$ cat src/rtl/onn_phase_serializer.sv
// onn_phase_serializer
//
// Transmit-side serializer for the 3x5 ONN phase vector. It captures the
// 60-bit parallel phase vector from the oscillator array and sends it one bit
// per clock. The stream is nibble-serial and MSB-first: neuron 0 goes first,
// and phi_in[4k] is bit 3 of neuron k. This is the same format the serial
// pixel loader feeds to control_to_neuron.
//
// Optional feature:
//   ONN_TX_PARITY_EN - when defined, one even-parity bit (the XOR of all 60
//                      captured bits) is appended after bit 59, and `last`
//                      marks that parity bit. When undefined, there is no
//                      parity state or accumulator, and `last` marks bit 59.
//
// Ports:
//   clk         in   rising-edge clock
//   rst         in   synchronous active-high reset
//   load        in   frame request, only honoured while ready=1
//   phi_in      in   [0:FRAME_W-1] phase vector, captured on the accepted load edge
//   ready       out  high only while idle
//   bit_out     out  serial data (0 when idle)
//   bit_valid   out  bit_out carries a frame bit this cycle
//   frame_start out  high with the first bit of a frame
//   last        out  high with the final bit of a frame
//
// All outputs are registered, so there is no combinational input-to-output path.

module onn_phase_serializer #(
  parameter int unsigned N_NEURONS = 15,
  parameter int unsigned PHASE_W   = 4,
  localparam int unsigned FRAME_W  = N_NEURONS * PHASE_W
) (
  input  logic               clk,
  input  logic               rst,
  input  logic               load,
  input  logic [0:FRAME_W-1] phi_in,
  output logic               ready,
  output logic               bit_out,
  output logic               bit_valid,
  output logic               frame_start,
  output logic               last
);

  localparam int unsigned CntW = $clog2(FRAME_W);
  localparam logic [CntW-1:0] LastIdx = CntW'(FRAME_W - 1);
`ifndef ONN_TX_PARITY_EN
  localparam logic [CntW-1:0] PenIdx = CntW'(FRAME_W - 2);
`endif

`ifdef ONN_TX_PARITY_EN
  typedef enum logic [1:0] {StIdle, StShift, StPar} state_e;
`else
  typedef enum logic [0:0] {StIdle, StShift} state_e;
`endif

  state_e              state_q;
  logic [FRAME_W-1:0]  sr_q;
  logic [CntW-1:0]     cnt_q;
  logic                ready_q;
  logic                bit_out_q;
  logic                bit_valid_q;
  logic                frame_start_q;
  logic                last_q;
`ifdef ONN_TX_PARITY_EN
  logic                par_q;
`endif

  // Remap the ascending-indexed port onto a descending vector. This keeps
  // phi_in[i] at sr bit i, so a right shift walks the frame in port order.
  logic [FRAME_W-1:0]  cap_vec;

  always_comb begin
    cap_vec = '0;
    for (int unsigned i = 0; i < FRAME_W; i++) begin
      cap_vec[i] = phi_in[i];
    end
  end

  // cnt_q holds the index of the bit currently on bit_out. Bit 0 is
  // presented straight from the capture edge, so sr_q keeps only the bits
  // still to come.
  always_ff @(posedge clk) begin
    if (rst) begin
      state_q       <= StIdle;
      sr_q          <= '0;
      cnt_q         <= '0;
      ready_q       <= 1'b1;
      bit_out_q     <= 1'b0;
      bit_valid_q   <= 1'b0;
      frame_start_q <= 1'b0;
      last_q        <= 1'b0;
`ifdef ONN_TX_PARITY_EN
      par_q         <= 1'b0;
`endif
    end else begin
      frame_start_q <= 1'b0;
      last_q        <= 1'b0;
      unique case (state_q)
        StIdle: begin
          if (load) begin
            state_q       <= StShift;
            sr_q          <= cap_vec >> 1;
            cnt_q         <= '0;
            ready_q       <= 1'b0;
            bit_out_q     <= cap_vec[0];
            bit_valid_q   <= 1'b1;
            frame_start_q <= 1'b1;
`ifdef ONN_TX_PARITY_EN
            par_q         <= cap_vec[0];
`endif
          end
        end

        StShift: begin
          if (cnt_q == LastIdx) begin
`ifdef ONN_TX_PARITY_EN
            // par_q already covers bits 0..59, including the one just sent.
            state_q     <= StPar;
            bit_out_q   <= par_q;
            bit_valid_q <= 1'b1;
            last_q      <= 1'b1;
`else
            state_q     <= StIdle;
            ready_q     <= 1'b1;
            bit_out_q   <= 1'b0;
            bit_valid_q <= 1'b0;
`endif
          end else begin
            bit_out_q <= sr_q[0];
            sr_q      <= sr_q >> 1;
            cnt_q     <= cnt_q + CntW'(1);
`ifdef ONN_TX_PARITY_EN
            par_q     <= par_q ^ sr_q[0];
`else
            last_q    <= (cnt_q == PenIdx);
`endif
          end
        end

`ifdef ONN_TX_PARITY_EN
        StPar: begin
          state_q     <= StIdle;
          ready_q     <= 1'b1;
          bit_out_q   <= 1'b0;
          bit_valid_q <= 1'b0;
        end
`endif

        default: begin
          state_q     <= StIdle;
          ready_q     <= 1'b1;
          bit_out_q   <= 1'b0;
          bit_valid_q <= 1'b0;
        end
      endcase
    end
  end

  assign ready       = ready_q;
  assign bit_out     = bit_out_q;
  assign bit_valid   = bit_valid_q;
  assign frame_start = frame_start_q;
  assign last        = last_q;

endmodule

$ cat config.mk
export PLATFORM = sky130hd
export DESIGN_NAME = onn_phase_serializer
export DESIGN_NICKNAME = d
export VERILOG_FILES = /design/src/rtl/onn_phase_serializer.sv
export SDC_FILE = /design/constraint.sdc
export NUM_CORES = 1
export LEC_CHECK = 0
export ABC_CLOCK_PERIOD_IN_PS = 1800
export CORE_ASPECT_RATIO = 0.6
export CORE_MARGIN = 3
export CORE_UTILIZATION = 54
export CTS_BUF_LIST = sky130_fd_sc_hd__clkbuf_8
export DETAILED_ROUTE_END_ITERATION = 8
export HOLD_SLACK_MARGIN = 0.02
export MAX_ROUTING_LAYER = met4
export PLACE_DENSITY = 0.82
export SYNTH_ARGS = -nofsm -noshare
export SYNTH_HDL_FRONTEND = slang
export SYNTH_SLANG_ARGS = --single-unit
$ cat constraint.sdc
create_clock -name clk -period 1.8 [get_ports clk]
set_input_delay 0.27 -clock clk [delete_from_list [all_inputs] [get_ports clk]]
set_output_delay 0.27 -clock clk [all_outputs]
set_load 0.01 [all_outputs]
==> results of run 1 <==
## worst max-delay path by stage
stage | endpoint | start | cells after the start
after global routing | sr_q[16] | cnt_q[0] | 5
after detailed placement | sr_q[22] | load | 5
after global placement | sr_q[18] | load | 5
final | sr_q[15] | cnt_q[0] | 5
after floorplan | sr_q[45] | cnt_q[0] | 5
after CTS | sr_q[15] | cnt_q[0] | 5
## cell type report
| cell class | count | area (um2) | share of cell area |
|---|---|---|---|
| clock inverters | 4 | 46.3 | 0.0100 |
| inverters | 61 | 229 | 0.0495 |
| well taps | 84 | 105 | 0.0227 |
| repair buffers | 83 | 828 | 0.179 |
| flip-flops and latches | 71 | 1420 | 0.307 |
| multi-input cells | 280 | 1840 | 0.399 |
| clock buffers | 11 | 151 | 0.0327 |
## per-stage QoR
stage / cell area (um2) / setup slack, ns / util
floorplan: 3700 / 0.424 / -
global placement: 4430 / 0.178 / 0.697
detailed placement: 4430 / 0.147 / 0.697
CTS: 4630 / 0.246 / 0.728
global route: 4630 / 0.121 / 0.728
finish: 4630 / 0.241 / 0.728
## cells by family (layout without fill, tap and decap cells)
kind of cell    after synthesis  in the layout  share of synthesized area
buf+inv                     103            159                      0.122
mux                           3              3                    0.00845
simple gates                 82             82                      0.139
xor+xnor                      2              2                    0.00473
compound gates              191            191                      0.336
flops                        71             71                      0.384
fa+ha+maj                     2              2                    0.00676
## layout by cell type (no fill, tap or decap), types with 2 or more instances in the layout
master / netlist / layout
sky130_fd_sc_hd__a211oi_2: 21 / 21
sky130_fd_sc_hd__nor2_1: 5 / 5
sky130_fd_sc_hd__a31oi_1: 3 / 3
sky130_fd_sc_hd__a21oi_1: 62 / 62
sky130_fd_sc_hd__mux2i_1: 2 / 2
sky130_fd_sc_hd__nor3_1: 2 / 2
sky130_fd_sc_hd__a211oi_1: 39 / 39
sky130_fd_sc_hd__xor2_1: 2 / 2
sky130_fd_sc_hd__inv_1: 61 / 62
sky130_fd_sc_hd__nand4_1: 2 / 2
sky130_fd_sc_hd__o21ai_0: 59 / 59
sky130_fd_sc_hd__nand3_1: 3 / 3
sky130_fd_sc_hd__dfxtp_1: 71 / 70
sky130_fd_sc_hd__buf_12: 0 / 3
sky130_fd_sc_hd__clkbuf_8: 0 / 11
sky130_fd_sc_hd__nand2_1: 2 / 2
sky130_fd_sc_hd__nand2b_1: 60 / 59
sky130_fd_sc_hd__clkdlybuf4s50_1: 0 / 67
sky130_fd_sc_hd__buf_4: 3 / 13
## synth_stat cells, types with 3 or more instances
library cell | instances | area share
sky130_fd_sc_hd__buf_6 | 5 | 0.015
sky130_fd_sc_hd__buf_4 | 3 | 0.0061
sky130_fd_sc_hd__nand2b_1 | 60 | 0.10
sky130_fd_sc_hd__dfxtp_1 | 71 | 0.38
sky130_fd_sc_hd__nor2_1 | 5 | 0.0051
sky130_fd_sc_hd__a211oi_1 | 39 | 0.079
sky130_fd_sc_hd__a211oi_2 | 21 | 0.071
sky130_fd_sc_hd__inv_1 | 61 | 0.062
sky130_fd_sc_hd__a31oi_1 | 3 | 0.0051
sky130_fd_sc_hd__nand3_1 | 3 | 0.0041
sky130_fd_sc_hd__buf_2 | 12 | 0.016
sky130_fd_sc_hd__clkbuf_1 | 22 | 0.022
sky130_fd_sc_hd__o21ai_0 | 59 | 0.080
sky130_fd_sc_hd__a21oi_1 | 62 | 0.084
## report_power, final
| group | switching (mW) | leakage [nW] | total (mW) | internal, mW |
|---|---|---|---|---|
| sequential | 0.0777 | 0.590 | 1.79 | 1.71 |
| clock | 0.591 | 0.103 | 1.29 | 0.700 |
| combinational | 0.332 | 1.03 | 0.694 | 0.362 |
## sequential cells by signal (all words and copies together) (netlist names)
register and count:
last 1, state_q 1, ready 1, sr_q 59
bit_out 1, bit_valid 1, cnt_q 6, frame_start 1
## routing by layer
metal	part of all wire	wire length, um	up-vias	GRT usage
met4	0.0067	60	0	0.0680
met3	0.068	617	7	0.0771
met1	0.49	4420	1560	0.333
met2	0.43	3910	94	0.339
met5	0	0	-	-
li1	-	-	1658	-
## worst min-delay path: cells and delay by family (launching register included)
| kind | cells | cell delay, ns |
|---|---|---|
| flip-flops | 1 | 0.31 |
| buffers and inverters | 1 | 0.05 |
| AO/OA/AOI/OAI | 1 | 0.05 |
==> summary.md, run 1 <==
The number of gates resized after CTS was 0. For the normalized max-slew margin, the log shows 0.671. The fraction of the cycle the final worst path needs was 0.866. The pin count of the biggest net entering global routing was 49. The tools report the sequential cell area fraction in the yosys report as 0.384. The tools report the number of nets still failing antenna checks after routing as 0. When the netlist entered floorplanning its net count stood at 519.

Synthesized area: 0.00370 mm2. The dominant register cell in the synthesized netlist is sky130_fd_sc_hd__dfxtp_1. From bottom edge to top edge, the die measures 70.1 um.

The logs give 0 for the post-route DRC violation count and 0 for the final-report max-slew violation count. The number of hold buffers added after CTS is 0, and the stage delay of the slowest cell on the critical path is 0.40 ns. Once the clock tree was built, the setup fixing pass inserted 0 buffers. End of the worst hold path: sr_q[56].

Total power for the finished layout comes to 3.77 mW. For the pin with the worst max-slew slack, the measured transition is 0.494 ns. Averaged over all synthesized cells, the footprint is 8.15 um2.

Setup repair after global routing left no endpoint under its margin. The final critical path time including I/O delays and setup works out to 1.56 ns. The worst reg2reg path depth is 5. The count of antenna diodes in the layout came out at 0. After filler insertion, the fill cell instance count of the layout stands at 492. Category of the worst setup path capture point: a register. The via count of the first global-routing pass was 3107; the leakage power was 1.72 nW. The run finished with clean final reports.

The effective utilization at floorplan was 0.582. Across all hold checks on the routed design, the worst slack comes to 0.450 ns. The tools report the upper clock frequency limit as 0.642 GHz.

In this run the worst hold path is classified as reg -> reg. Cell at the slowest stage of the critical path: sky130_fd_sc_hd__dfxtp_1. The buffer depth of the longest clock path was 2. The worst hold path begins at sr_q[56].

For the worst setup path, the data required time is 2.04 ns. Counting every instance in the synthesized netlist gives 454. The critical path goes through ha_2, nand2_1, o22ai_4, buf_12, a211oi_1. Yosys printed 0 warnings.

For this run, the post-layout net count is 571. The fraction of registers with async set/reset works out to 0. The tool flagged a number of max-cap violations equal to 0. The fraction of layout instances using a drive strength above 1 is 0.118, and the arrival time of data at the critical path endpoint is 1.80 ns. In this run the horizontal extent of the chip is 113 um. The number of enable flip-flop cells after synthesis is 0. During I/O placement, the number of pins put on the boundary was 68. The cell count after placement is 579.

The tools report the sink count of the clock tree as 71. After clock tree synthesis, the clock-pin slew on the worst setup and hold paths is 0.08 ns. Relative to the synthesized area, the layout overhead comes to 25.0%. IR analysis of the VDD net gives a maximum drop of 0.000526 V. The startpoint identified for the worst register-to-register timing path is cnt_q[0]. The tree is rooted in a sky130_fd_sc_hd__clkbuf_8.

The run gives 22 as the site row count. The routed design has 9010 um of wire. STA classifies the critical path startpoint as a register. The count of final hold-check violations is 0, and the aggregate global-route resource usage is 0.242.

Across the routed clock network, the largest skew measured is 0.00783 ns. The number of buffers and inverters on the critical path is 1. The final weighted congestion in routability-driven placement came out at 0.844.

Power spread over the standard cell area amounts to 815 mW/mm2. After floorplanning, the core was sized to cover 0.00636 mm2. Setup total negative slack on the finished layout was measured at 0 ns.

TritonCTS built the clock tree. Number of cells in the finished layout apart from fillers: 594. Number of synthesized register bits: 71. The endpoint of the lowest-slack register-to-register path was sr_q[15]. The first detailed-routing pass took 5 iterations.

The total of buffers placed on input and output ports came out at 67. The tools report the slack of the worst reg-to-reg path as 0.24 ns. The H-tree generated during clock tree synthesis spans 3 levels. Dividing the detail-routed via count by the number of cells gives 5.59. At the later pin of the worst-skew pair, clock insertion delay measures 0.36 ns. The worst setup path is of the reg -> reg kind. The global-route wire length before repair was 15100 um; the residual overflow from global routing was 0. In this run the worst path has a maximum fanout of 37. The detailed router finished its first iteration with 376 violations. Counting the buffers created by CTS gives 9. The distinct cell type count after synthesis is 36, and the detailed-route wire length per cell is 15.2 um. Setup violations remaining at the end of the flow were counted as 0. The number of cells on the worst hold path was 2. In this design, the largest share of critical-path delay is due to flip-flops. The floorplan step defined a die boundary enclosing 0.00792 mm2. The run gives 0 as the number of antenna violations at the first check in global routing. After legalization and detailed placement, the total HPWL measured 5800 um. The overall via count from detail_route was 3319.
Power figures use the tool's default switching activity.
==> run 2: changes to the inputs <==
--- a/config.mk
+++ b/config.mk
@@ -13,7 +13,7 @@
 export DETAILED_ROUTE_END_ITERATION = 8
 export HOLD_SLACK_MARGIN = 0.02
 export MAX_ROUTING_LAYER = met4
-export PLACE_DENSITY = 0.82
+export PLACE_DENSITY_LB_ADDON = 0.25
 export SYNTH_ARGS = -nofsm -noshare
 export SYNTH_HDL_FRONTEND = slang
 export SYNTH_SLANG_ARGS = --single-unit
==> run 2 against run 1 <==
Compared with the run above: register-to-register slack gained 0.06 ns; critical path depth is the same; via count is 0.99% higher; count of clock-buffer cells in the layout decreased by 2; combinational power grew 1%; first-iteration DRC count shrank 23%; flip-flop and latch count is the same; sequential power is essentially flat; setup slack better by 0.055 ns; cell area rose by 1.5%; largest cell class unchanged.
==> summary.md, run 2 (synthesis results as in run 1) <==
The sort of element at the start of the critical path is a register (unchanged). The worst hold path class was reg -> reg (unchanged). Final weighted congestion in routability-driven placement: 0.849 (was 0.844).

Startpoint of the lowest-slack hold path: sr_q[50] (was sr_q[56]). The worst reg2reg path depth came out at 5 (unchanged). The global-route wire length before repair was 14800 um (was 15100 um); the met1 layer usage reported by global route was 0.334 (was 0.333).

The max capacitance violation total came out at 0 (unchanged). The number of antenna violations at the first check in global routing is 0 (unchanged), and the power density normalized to cell area is 834 mW/mm2 (was 815 mW/mm2). The hold slack was 0.447 ns (was 0.450 ns); the via count of the first global-routing pass was 3044 (was 3107).

For the effective utilization at floorplan, the log shows 0.582 (unchanged). The minimum setup slack after placement is 0.197 ns (was 0.147 ns), and the clock buffer count from CTS is 9 (unchanged). The register with the most flip-flops is sr_q (unchanged).

The number of cells in the finished layout apart from fillers was 598 (was 594); the total routed wirelength was 8950 um (was 9010 um). The share of total power in combinational logic was 0.179 (was 0.184); the final total negative setup slack was 0 ns (unchanged). The height of the die was 70.1 um (unchanged).

The final critical path time including I/O delays and setup is 1.50 ns (was 1.56 ns). Fraction of the cycle the final worst path needs: 0.835 (was 0.866). The final clock skew was 0.0140 ns (was 0.00783 ns). Final non-filler cell area: 0.00470 mm2 (was 0.00463 mm2). The met3 capacity usage during global routing is 0.0719 (was 0.0771), and the fraction of power spent switching nets is 0.270 (was 0.265). The normalized max-slew margin is 0.681 (was 0.671), and the number of setup buffers added after CTS is 0 (unchanged). The buffer depth of the longest clock path is 2 (unchanged), and the largest driver fanout on the critical path is 39 (was 37). For the cell-internal power, the log shows 2.86 mW (was 2.77 mW). The final layout net count came out at 574 (was 571). Fraction of layout instances using a drive strength above 1: 0.125 (was 0.118).

Number of H-tree levels: 3 (unchanged). Commonest cells after routing, fill and taps aside: sky130_fd_sc_hd__dfxtp_1 (70), sky130_fd_sc_hd__clkdlybuf4s50_1 (67), sky130_fd_sc_hd__inv_1 (62), sky130_fd_sc_hd__a21oi_1 (62) (unchanged). TritonCTS built the clock tree.

The arrival time of data at the critical path endpoint is 1.72 ns (was 1.80 ns), and the clock edge transition at the registers on the reported setup and hold paths is 0.08 ns (about the same). The cell count after placement is 582 (was 579). The tools report the net switching power as 1.06 mW (was 1.00 mW). The post-route DRC violation count was 0 (unchanged).

The logs give 0 (unchanged) for the number of nets still failing antenna checks after routing and 0 (unchanged) for the count of final hold-check violations. For the area of the die, the log shows 0.00792 mm2 (unchanged). The logs give 1.75 nW (was 1.72 nW) for the leakage power and 22 (unchanged) for the site row count.

For the final-report max-slew violation count, the log shows 0 (unchanged). The highest ir drop seen on vdd came out at 0.000443 V (was 0.000526 V). Number of flip-flops under the largest register name: 59 (unchanged). The first-pass iteration count of the detailed router was 5 (unchanged). The logs give 0.365 (was 0.342) for the clock group share of total power and 0.00448 mm2 (was 0.00443 mm2) for the placed instance area.

For the pin count of the biggest net entering global routing, the log shows 50 (was 49). The tools report the layout filler cell count as 507 (was 492). The slack of the worst reg-to-reg path is 0.30 ns (was 0.24 ns). The run gives 0.314 (was 0.339) as the met2 usage. The sequential power share is 0.456 (was 0.474). The endpoint of the lowest-slack register-to-register path was sr_q[24] (was sr_q[15]). For the worst-case setup margin in the final layout, the log shows 0.297 ns (was 0.241 ns). The aggregate global-route resource usage was 0.231 (was 0.242). Setup repair after global routing left no endpoint under its margin. Actual slew at the worst max-slew pin: 0.479 ns (was 0.494 ns). The post-cts repair resize count came out at 0 (unchanged). The total of buffers placed on input and output ports is 67 (unchanged). Path type of the worst setup path: reg -> reg (unchanged). The commonest non-fill, non-tap cell in the layout is sky130_fd_sc_hd__dfxtp_1 (unchanged). The tools report the cell at the root of the clock tree as sky130_fd_sc_hd__clkbuf_8 (unchanged).

The die width is 113 um (unchanged). The boundary pin count was 68 (unchanged). The worst reg2reg path startpoint was cnt_q[0] (unchanged). The tools report the violation count after the first detailed-routing iteration as 288 (was 376). The number of cells on the worst hold path came out at 2 (unchanged). The tools report the number of setup violations in the final report as 0 (unchanged).

Routing layer with the top usage in global route: met1 (was met2). The clock latency at the later pin of the worst-skew pair is 0.36 ns (about the same), and the sink count of the clock tree is 71 (unchanged). The residual overflow from global routing is 0 (unchanged).

The logs give 0.00636 mm2 (unchanged) for the placeable core region and 0.665 GHz (was 0.642 GHz) for the upper clock frequency limit. Registers with the highest flip-flop counts: sr_q: 59 flops, cnt_q: 6 flops (unchanged). The sum of net half-perimeters after detailed placement was 5830 um (was 5800 um); the count of antenna diodes in the layout was 0 (unchanged).

The data required time at the worst endpoint came out at 2.02 ns (was 2.04 ns). The signed area change from the synthesized netlist to the final layout works out to 26.9% (was 25.0%). The category of the worst setup path capture point was a register (unchanged).

The flow ran to the end, and the final reports show no timing, DRC or antenna violations. The routed via count divided by cell count is 5.61 (was 5.59). End of the worst hold path: sr_q[50] (was sr_q[56]). Number of hold buffers added after CTS: 0 (unchanged). The detailed-route wire length per cell was 15.0 um (was 15.2 um). The overall via count from detail_route was 3352 (was 3319); the utilization after layout was 0.739 (was 0.728).

The run gives 3.92 mW (was 3.77 mW) as the post-layout total power.
## run 2: changes by cell type in the layout (fill, tap and decap cells not counted)
cell                        before  now
sky130_fd_sc_hd__bufinv_16       1    2
sky130_fd_sc_hd__buf_4          13   14
sky130_fd_sc_hd__buf_12          3    5
sky130_fd_sc_hd__clkinv_4        0    2
sky130_fd_sc_hd__inv_6           0    1
sky130_fd_sc_hd__clkbuf_8       11    9
sky130_fd_sc_hd__clkinv_2        1    0
## run 2: worst max-delay path by stage
stage,start,endpoint,slack (ns),depth (start not counted)
6_report,cnt_q[0],sr_q[24],0.30,5
5_1_grt,cnt_q[0],sr_q[10],0.19,5
4_1_cts,ready,ready,0.28,1
2_1_floorplan,cnt_q[0],sr_q[45],0.42,5
3_3_place_gp,load,sr_q[24],0.23,5
3_5_place_dp,load,sr_q[24],0.20,5
## run 2: final cells by class
class                      count  area [um2]  share of cell area
sequential                    71        1420               0.303
timing repair buffer          86         876               0.186
inverter                      61         229              0.0487
multi-input combinational    280        1840               0.393
clock buffer                   9         124              0.0264
tap                           84         105              0.0224
clock inverter                 7        97.6              0.0208
## run 2: routing by layer
layer | vias to the layer above | wire (um)
li1 | 1673 | -
met1 | 1565 | 4470
met2 | 105 | 3900
met3 | 9 | 511
met4 | 0 | 64
met5 | - | 0
## run 2: critical path, stage by stage, from the launching register on
cell	delay, ns
sky130_fd_sc_hd__dfxtp_1	0.41
sky130_fd_sc_hd__ha_2	0.27
sky130_fd_sc_hd__nand2_1	0.14
sky130_fd_sc_hd__o22ai_4	0.20
sky130_fd_sc_hd__buf_12	0.25
sky130_fd_sc_hd__a211oi_1	0.11
## run 2: power by group through the flow
stage	Combinational [mW]	Clock, mW	Sequential, mW
6_report	0.703	1.43	1.79
3_3_place_gp	0.675	0	1.81
5_1_grt	0.782	1.49	1.80
4_1_cts	0.704	1.44	1.78
2_1_floorplan	0.440	0	1.79
3_5_place_dp	0.697	0	1.82
==> run 3: changes to the inputs <==
--- a/config.mk
+++ b/config.mk
@@ -5,10 +5,10 @@
 export SDC_FILE = /design/constraint.sdc
 export NUM_CORES = 1
 export LEC_CHECK = 0
-export ABC_CLOCK_PERIOD_IN_PS = 1800
+export ABC_CLOCK_PERIOD_IN_PS = 1300
 export CORE_ASPECT_RATIO = 0.6
 export CORE_MARGIN = 3
-export CORE_UTILIZATION = 54
+export CORE_UTILIZATION = 49
 export CTS_BUF_LIST = sky130_fd_sc_hd__clkbuf_8
 export DETAILED_ROUTE_END_ITERATION = 8
 export HOLD_SLACK_MARGIN = 0.02
==> constraint.sdc (replaced) <==
create_clock -name clk -period 1.3 [get_ports clk]
set_input_delay 0.195 -clock clk [delete_from_list [all_inputs] [get_ports clk]]
set_output_delay 0.195 -clock clk [all_outputs]
set_load 0.01 [all_outputs]
==> run 3 against run 2 <==
Compared with the run above: the flow now finishes with violations (setup timing); setup slack worse by 0.39 ns; hold slack better by 0.0046 ns; combinational power is 71% higher; routed wire length is 19% higher; clock skew is 0.0056 ns lower; flip-flop and latch count stayed put; first-iteration DRC count is 11% lower; total power is 44% higher; non-clock buffer count is 35 higher; fmax is 7.9% higher; critical path type unchanged; largest cell class unchanged; highest routed layer unchanged.
==> summary.md, run 3 (synthesis results as in run 1) <==
The run finished, with violations left. The final reports fail on setup timing. The final clock skew was 0.00835 ns (was 0.0140 ns); the detailed-route wire length per cell was 16.4 um (was 15.0 um). Power density normalized to cell area: 1040 mW/mm2 (was 834 mW/mm2). The actual slew at the worst max-slew pin was 0.335 ns (was 0.479 ns); the count of final hold-check violations was 0 (unchanged). The final total negative setup slack was -1.53 ns (was 0 ns); the violation count after the first detailed-routing iteration was 257 (was 288).

The placed instance area is 0.00469 mm2 (was 0.00448 mm2). The run gives 10600 um (was 8950 um) as the total routed wirelength. Setup repair after global routing could not meet its margin everywhere.

The count of antenna diodes in the layout was 0 (unchanged). The total of buffers placed on input and output ports is 67 (unchanged). The boundary pin count is 68 (unchanged), and the number of hold buffers added after CTS is 0 (unchanged).

The cell count after placement was 619 (was 582). The routed via count divided by cell count is 5.46 (was 5.61), and the residual overflow from global routing is 0 (unchanged). The startpoint of the lowest-slack hold path was sr_q[19] (was sr_q[50]). Global-route wire length before repair: 16700 um (was 14800 um). The effective utilization at floorplan came out at 0.529 (was 0.582).

Site row count: 23 (was 22). The data required time at the worst endpoint was 1.56 ns (was 2.02 ns); the sum of net half-perimeters after detailed placement was 6260 um (was 5830 um). The post-layout total power is 5.63 mW (was 3.92 mW). Commonest cells after routing, fill and taps aside: sky130_fd_sc_hd__dfxtp_1 (64), sky130_fd_sc_hd__inv_1 (62), sky130_fd_sc_hd__clkdlybuf4s50_1 (62) (was sky130_fd_sc_hd__dfxtp_1 (70), sky130_fd_sc_hd__clkdlybuf4s50_1 (67), sky130_fd_sc_hd__inv_1 (62), sky130_fd_sc_hd__a21oi_1 (62)). The worst reg2reg path startpoint was cnt_q[2] (was cnt_q[0]). Final layout net count: 609 (was 574). The logs give 1.66 ns (was 1.72 ns) for the arrival time of data at the critical path endpoint and 0.253 (was 0.231) for the aggregate global-route resource usage.

The upper clock frequency limit came out at 0.717 GHz (was 0.665 GHz). The register with the most flip-flops was sr_q (unchanged). The placeable core region was 0.00699 mm2 (was 0.00636 mm2). For the final weighted congestion in routability-driven placement, the log shows 0.806 (was 0.849). The leakage power is 2.08 nW (was 1.75 nW), and the post-route DRC violation count is 0 (unchanged). The worst hold path class is reg -> reg (unchanged). The clock latency at the later pin of the worst-skew pair is 0.37 ns (was 0.36 ns). The number of cells in the finished layout apart from fillers is 648 (was 598), and the final critical path time including I/O delays and setup is 1.39 ns (was 1.50 ns). The cell at the root of the clock tree was sky130_fd_sc_hd__clkbuf_8 (unchanged). The clock edge transition at the registers on the reported setup and hold paths was 0.08 ns (about the same). The clock buffer count from CTS came out at 9 (unchanged). The highest ir drop seen on vdd came out at 0.000752 V (was 0.000443 V). Commonest non-fill, non-tap cell in the layout: sky130_fd_sc_hd__dfxtp_1 (unchanged).

The logs give 0.774 (was 0.681) for the normalized max-slew margin and 3541 (was 3352) for the overall via count from detail_route. The sink count of the clock tree came out at 71 (unchanged). The start point of the critical path was cnt_q[2] (was cnt_q[0]). Registers with the highest flip-flop counts: sr_q: 59 flops, cnt_q: 6 flops (unchanged). The area of the die was 0.00867 mm2 (was 0.00792 mm2).

The final non-filler cell area was 0.00539 mm2 (was 0.00470 mm2). The die width came out at 118 um (was 113 um). The sort of element at the start of the critical path was a register (unchanged). Path type of the worst setup path: reg -> reg (unchanged). The tools report the minimum setup slack after placement as -0.266 ns (was 0.197 ns). The signed area change from the synthesized netlist to the final layout came out at 45.6% (was 26.9%).

The worst reg2reg path depth is 4 (was 5), and the number of setup violations in the final report is 43 (was 0). The fraction of the cycle the final worst path needs was 1.07 (was 0.835); the largest driver fanout on the critical path was 6 (was 39). Number of H-tree levels: 3 (unchanged).

The via count of the first global-routing pass came out at 3406 (was 3044). The fraction of layout instances using a drive strength above 1 came out at 0.246 (was 0.125). The number of cells on the worst hold path came out at 2 (unchanged). The pin count of the biggest net entering global routing was 36 (was 50). The run gives 0 (unchanged) as the max capacitance violation total.

Buffer depth of the longest clock path: 2 (unchanged). The first-pass iteration count of the detailed router is 5 (unchanged), and the height of the die is 73.3 um (was 70.1 um). The logs give 0 (unchanged) for the final-report max-slew violation count and 0 (unchanged) for the number of antenna violations at the first check in global routing.

Category of the worst setup path capture point: a register (unchanged). TritonCTS built the clock tree. For the worst-case setup margin in the final layout, the log shows -0.0939 ns (was 0.297 ns).

The number of nets still failing antenna checks after routing was 0 (unchanged); the number of flip-flops under the largest register name was 59 (unchanged).
run 3: power by group:
group          internal [mW]  total (mW)  switching [mW]
Sequential              2.36        2.47           0.108
Clock                   1.11        1.96           0.848
Combinational          0.640        1.20           0.559
run 3: cell type report:
cell class,instances,area [um2]
Multi-Input combinational cell,280,2050
Fill cell,471,1600
Sequential cell,71,1440
Timing Repair Buffer,121,1330
Inverter,61,229
Clock buffer,10,138
Tap cell,100,125
Clock inverter,5,73.8
run 3: per-stage QoR:
stage | hold slack [ns] | utilization
after CTS | 0.436 | 0.735
after global routing | 0.467 | 0.771
after floorplan | 0.387 | -
after global placement | 0.434 | 0.671
final | 0.451 | 0.771
after detailed placement | 0.438 | 0.671
run 3: repair_timing:
item                       CTS  global route
setup endpoints to repair   68            65
gates cloned                 4             1
setup buffers                3             8
pin swaps                    6            14
gates resized for setup     29            39
run 3: final timing paths:
check / slack [ns] / end
setup / recovery: -0.09 / cnt_q[1]
hold reg to reg: 0.45 / sr_q[19]
setup reg to reg: -0.09 / cnt_q[1]
hold / removal: 0.45 / sr_q[19]
run 3: per-layer routing:
layer  global-route usage  part of all wire  up-vias
li1                     -                 -     1746
met1                0.315              0.44     1691
met2                0.399              0.48       94
met3               0.0846             0.065       10
met4               0.0649            0.0094        0
met5                    -                 0        -
run 3: critical path: stages, from the launching register on:
cell,delay [ns]
sky130_fd_sc_hd__dfxtp_4,0.36
sky130_fd_sc_hd__and4b_4,0.43
sky130_fd_sc_hd__buf_4,0.15
sky130_fd_sc_hd__a21boi_4,0.06
sky130_fd_sc_hd__mux2_4,0.29
